## config.mk

```make
export PLATFORM = sky130hd
export DESIGN_NAME = fireball_motion
export DESIGN_NICKNAME = d
export VERILOG_FILES = /design/src/rtl/fireball_pkg.sv /design/src/rtl/fireball_axis_step.sv /design/src/rtl/fireball_motion.sv
export SDC_FILE = /design/constraint.sdc
export NUM_CORES = 1
export LEC_CHECK = 0
export BUFFER_PORTS_ARGS = -buffer_cell sky130_fd_sc_hd__buf_2
export CORE_ASPECT_RATIO = 0.9
export CORE_MARGIN = 5
export CORE_UTILIZATION = 45
export CTS_CLUSTER_DIAMETER = 120
export CTS_CLUSTER_SIZE = 25
export DETAILED_ROUTE_END_ITERATION = 7
export MAX_ROUTING_LAYER = met4
export PLACE_DENSITY = 0.78
export SLEW_MARGIN = 20
export SYNTH_ARGS = -nofsm -noshare
export SYNTH_HDL_FRONTEND = slang
export SYNTH_SLANG_ARGS = --single-unit
```

## constraint.sdc

```tcl
create_clock -name clk -period 7.7 [get_ports clk]
set_input_delay 0.77 -clock clk [delete_from_list [all_inputs] [get_ports clk]]
set_output_delay 0.77 -clock clk [all_outputs]
set_load 0.05 [all_outputs]
```

## src/rtl/fireball_pkg.sv

```systemverilog
// Shared types and constants for the fireball sprite motion block.
package fireball_pkg;
  typedef enum logic [1:0] {
    IDLE,
    FLYING,
    COOLDOWN
  } state_t;

  typedef logic [9:0] coord_t;

  localparam int FIREBALL_W = 64;
  localparam int FIREBALL_H = 64;
  localparam int SCREEN_W   = 800;
  localparam int SCREEN_H   = 600;
endpackage

```

## src/rtl/fireball_axis_step.sv

```systemverilog
// One axis of fireball motion: latched coord/speed/dir, stepped by +/- speed.
module fireball_axis_step (
  input  logic       clk,
  input  logic       rst_n,
  input  logic       load_i,
  input  logic       step_i,
  input  logic [9:0] coord_i,
  input  logic [9:0] speed_i,
  input  logic       dir_i,
  output logic [9:0] coord_o,
  output logic [9:0] speed_o
);
  import fireball_pkg::*;

  coord_t coord_q, coord_d;
  coord_t speed_q, speed_d;
  logic   dir_q, dir_d;
  logic [10:0] sum;

  always_comb begin
    sum = dir_q ? ({1'b0, coord_q} - {1'b0, speed_q})
                : ({1'b0, coord_q} + {1'b0, speed_q});
    coord_d = coord_q;
    speed_d = speed_q;
    dir_d   = dir_q;
    if (load_i) begin
      coord_d = coord_i;
      speed_d = speed_i;
      dir_d   = dir_i;
    end else if (step_i) begin
      coord_d = sum[9:0];
    end
  end

  always_ff @(posedge clk) begin
    if (!rst_n) begin
      coord_q <= '0;
      speed_q <= '0;
      dir_q   <= 1'b0;
    end else begin
      coord_q <= coord_d;
      speed_q <= speed_d;
      dir_q   <= dir_d;
    end
  end

  // The bounds checker must despawn before a step could wrap.
  always_ff @(posedge clk) begin
    if (rst_n && step_i && !load_i)
      assert (!sum[10]) else $error("fireball axis step wrapped");
  end

  assign coord_o = coord_q;
  assign speed_o = speed_q;
endmodule

```

## src/rtl/fireball_motion.sv

```systemverilog
// Fireball spawn / per-frame motion / despawn controller.
module fireball_motion #(
  parameter int SCREEN_W        = 800,
  parameter int SCREEN_H        = 600,
  parameter int COOLDOWN_FRAMES = 8,
  parameter int MAX_FRAMES      = 255
) (
  input  logic       clk,
  input  logic       rst_n,
  input  logic       frame_tick,
  input  logic       launch,
  input  logic [9:0] launch_h_coord,
  input  logic [9:0] launch_v_coord,
  input  logic [9:0] launch_h_speed,
  input  logic [9:0] launch_v_speed,
  input  logic       launch_h_dir,
  input  logic       launch_v_dir,
  input  logic       fireball_is_out,
  output logic [9:0] fireball_h_coord,
  output logic [9:0] fireball_v_coord,
  output logic [9:0] fireball_h_speed,
  output logic [9:0] fireball_v_speed,
  output logic       fireball_active,
  output logic       fireball_done,
  output logic       launch_ready
);
  import fireball_pkg::*;

  localparam logic [7:0] LIFE_LAST = 8'(MAX_FRAMES - 1);
  localparam logic [7:0] COOL_INIT = 8'(COOLDOWN_FRAMES - 1);

  state_t     state_q, state_d;
  logic [7:0] life_q, life_d;
  logic [7:0] cool_q, cool_d;
  logic       done_q, done_d;
  logic       load, step;

  always_comb begin
    state_d = state_q;
    life_d  = life_q;
    cool_d  = cool_q;
    done_d  = 1'b0;
    load    = 1'b0;
    step    = 1'b0;
    unique case (state_q)
      IDLE: begin
        if (launch) begin
          load    = 1'b1;
          life_d  = '0;
          state_d = FLYING;
        end
      end
      FLYING: begin
        if (frame_tick) begin
          if (fireball_is_out || life_q == LIFE_LAST) begin
            state_d = COOLDOWN;
            cool_d  = COOL_INIT;
            done_d  = 1'b1;
          end else begin
            step   = 1'b1;
            life_d = life_q + 8'd1;
          end
        end
      end
      COOLDOWN: begin
        if (frame_tick) begin
          if (cool_q == '0) state_d = IDLE;
          else cool_d = cool_q - 8'd1;
        end
      end
      default: state_d = IDLE;
    endcase
  end

  always_ff @(posedge clk) begin
    if (!rst_n) begin
      state_q <= IDLE;
      life_q  <= '0;
      cool_q  <= '0;
      done_q  <= 1'b0;
    end else begin
      state_q <= state_d;
      life_q  <= life_d;
      cool_q  <= cool_d;
      done_q  <= done_d;
    end
  end

  fireball_axis_step u_h (
    .clk     (clk),
    .rst_n   (rst_n),
    .load_i  (load),
    .step_i  (step),
    .coord_i (launch_h_coord),
    .speed_i (launch_h_speed),
    .dir_i   (launch_h_dir),
    .coord_o (fireball_h_coord),
    .speed_o (fireball_h_speed)
  );

  fireball_axis_step u_v (
    .clk     (clk),
    .rst_n   (rst_n),
    .load_i  (load),
    .step_i  (step),
    .coord_i (launch_v_coord),
    .speed_i (launch_v_speed),
    .dir_i   (launch_v_dir),
    .coord_o (fireball_v_coord),
    .speed_o (fireball_v_speed)
  );

  // An in-bounds verdict means the whole sprite sits on screen.
  always_ff @(posedge clk) begin
    if (rst_n && state_q == FLYING && !fireball_is_out)
      assert (int'(fireball_h_coord) + FIREBALL_W <= SCREEN_W &&
              int'(fireball_v_coord) + FIREBALL_H <= SCREEN_H)
      else $error("fireball in-bounds verdict off screen");
  end

  assign fireball_active = (state_q == FLYING);
  assign launch_ready    = (state_q == IDLE);
  assign fireball_done   = done_q;
endmodule
```

==> impl_metrics.csv <==
group,metric,value,unit
cells_and_area,area_delta_synth_final,18.07,%
sta,skew,0.01121,ns
sta,setup_tns,0,ns
grt,overflow,0,
detailed_routing,drtIter0Drc,117,
place,place_congestion,0.8957,
cells_and_area,drive_above_1_share,0.2537,
clock_network,clk_latency,0.34,ns
yosys,async_reset_ff_frac,0,
sta,hold_viol_final,0,
yosys,synth_top_area_cell,"dfxtp_1",
setup_path,cp-start-kind,"flip-flop",
detailed_routing,drc,0,
floorplan,start_util,0.4655,
sta,fmax,366.8,MHz
clock_network,cts.clk_slew.worst_paths,0.07,ns
cells_and_area,n_antenna_cell,0,
clock_network,cts_made_buffers,9,
place,dp_hpwl,6956,um
yosys,yosys.area.top_type_share,0.3236,
detailed_routing,totalWireLength,9564,um
pwr,ir_drop,0.1207,mV
clock_network,holdBufCountCts,0,
cells_and_area,fin_util,0.5496,
grt,grt_pass1_vias,3438,
yosys,synth_seq_cells,61,
sta,post-route-min-period,2.726,ns
grt,antenna_found_initial,0,
clock_network,cts_htree_levels,3,
detailed_routing,dr.pass1.iters,4,
outcome,status,"complete, no violations",
setup_path,cp.required,7.95,ns
cells_and_area,layout_commonest_cell,"buf_2",
setup_path,endpoint_kind,"flip-flop",
cells_and_area,final_cell_mix,"89 x buf_2, 75 x nand2_1, 61 x dfxtp_1, 44 x nor2_1, 43 x a21oi_1",
clock_network,root_buffer,"clkbuf_8",
sta,maxSlewHeadroom,0.2963,
run,drv_cap,0,
floorplan,die_x,106.5,um
clock_network,clockBufferDepth,2,
grt,grt_pass1_wl,15980,um
pwr,pwr_density_cell,232.7,nW/um^2
yosys,synth_ff_type,"dfxtp_1",
setup_path,worstSetupPathType,"flip-flop to flip-flop",
floorplan,die_y,96.88,um
clock_network,cts-resized-gates,0,
sta,rsz0062_at_grt,"false",
clock_network,post_cts.repair.setup_buffers,0,
floorplan,core-area,8107,um^2
yosys,synth_fp_nets,531,
grt,grtUsageTotal,0.1918,
yosys,synth_edf_count,0,
clock_network,cts_sinks,61,
yosys,yosysWarnings,0,
clock_network,cts_tree,"done",
detailed_routing,via_per_inst,5.446,
setup_path,worstPathArrival,2.98,ns
yosys,ys_types,63,
setup_path,cp_cell_sequence,"inv_1, ha_1, mux2i_1, fa_1, a21o_1, a21oi_1, nor3_1, or3_1, xnor2_1, a211oi_1",
place,portBuffers,89,
sta,final_max_slew_viol_count,0,
setup_path,critical_path.max_stage_delay,0.47,ns
detailed_routing,ant_nets,0,
yosys,syn_avg_cell_area,8.239,um^2
setup_path,cp_slowest_cell,"fa_1",
sta,fin_crit_sh,0.3541,
grt,grt_start_max_net_pins,52,
cells_and_area,final_cells,643,
yosys,synthCells,458,
sta,setup_viol_count_final,0,
setup_path,crit_path_max_fanout,6,
yosys,synthTopCellsByArea,"dfxtp_1 32%, ha_1 8.0%, nand2_1 7.6%",
yosys,synth_seq_area_share,0.3236,
detailed_routing,vias,3502,
worst_hold_path,hold_path.class,"flip-flop to flip-flop",
yosys,synthesis.area,3774,um^2
floorplan,dieArea,10320,um^2
detailed_routing,wl_per_cell,14.87,um
cells_and_area,nNetsFinal,613,
pwr,p_leak,1.853,nW
sta,worst_pin_slew,1.052,ns
floorplan,num_rows,31,
place,dp.cells,628,
floorplan,num_io_pins,90,
sequential cells by signal, indices dropped and copies added (netlist names), 2 cells and up:
| register | flops |
|---|---|
| u_h.speed_o | 10 |
| state_q | 2 |
| u_v.speed_o | 10 |
| life_q | 8 |
| u_h.coord_o | 10 |
| cool_q | 8 |
| u_v.coord_o | 10 |
layout make-up:
type | count | area [um^2]
Clock buffer | 9 | 123.9
Clock inverter | 6 | 65.06
Fill cell | 772 | 3651
Inverter | 18 | 67.56
Multi-Input combinational cell | 359 | 2394
Sequential cell | 61 | 1221
Tap cell | 99 | 123.9
Timing Repair Buffer | 91 | 460.4
cells by family (layout without fill, tap and decap cells):
kind of cell,Yosys count,count (layout),synth area share
muxes,2,2,0.005305
adders and majority gates,26,26,0.09019
and+or+nand+nor,176,176,0.2238
xor gates and xnor gates,40,40,0.09284
DFF,61,61,0.3236
AOI/OAI and AO/OA,115,115,0.2215
buffers and inverters,38,124,0.04277
power breakdown:
part           switching [mW]  leakage, nW  internal (mW)
logic                   0.241         1.27          0.155
clock network           0.131       0.0833          0.147
registers              0.0264        0.500          0.337
total                   0.398         1.85          0.639
cells in the mapped netlist (5+ instances only):
master	number
nor3_1	12
o22ai_1	5
ha_1	24
a21oi_1	43
xor2_1	15
inv_1	17
nand2_1	76
clkbuf_1	14
dfxtp_1	61
nor2_1	44
o21ai_0	9
xnor2_1	25
nand3_1	6
o21a_1	5
a211oi_1	8
nand4_1	11
stage by stage:
step	worst slack (ns)	total power, mW	hold WS (ns)	area, um^2
final	4.974	1.037	0.5043	4456
after global routing	4.731	1.101	0.5313	4456
after CTS	4.955	1.043	0.5037	4456
after detailed placement	5.002	0.7631	0.4926	4267
after global placement	5.105	0.7532	0.4841	4267
after floorplan	4.865	0.6814	0.4656	3774
worst paths after layout:
path,startpoint,endpoint,slack (ns),cells after the start
worst min-delay path,state_q[1],state_q[0],0.50,1
worst max register to register,u_v.speed_o[0],u_v.coord_o[8],4.97,10
worst min register to register,state_q[1],state_q[0],0.50,1
worst max-delay path,u_v.speed_o[0],u_v.coord_o[8],4.97,10
critical path, delay by kind of cell, from the launching register on:
| family | cells | cell delay (ns) |
|---|---|---|
| compound gates | 3 | 0.68 |
| flops | 1 | 0.44 |
| mux | 1 | 0.11 |
| xor+xnor | 1 | 0.13 |
| fa+ha+maj | 2 | 0.76 |
| buf+inv | 1 | 0.07 |
| simple gates | 2 | 0.45 |
metal layers:
layer,wire length [um],global-route usage,up-vias,part of all wire
met5,0,-,-,0
met4,166,0.05900,0,0.017
met3,454,0.04794,14,0.047
met2,4609,0.3137,79,0.48
met1,4334,0.2330,1640,0.45
li1,-,-,1769,-
Note: power is estimated with default switching activity, not from simulation.
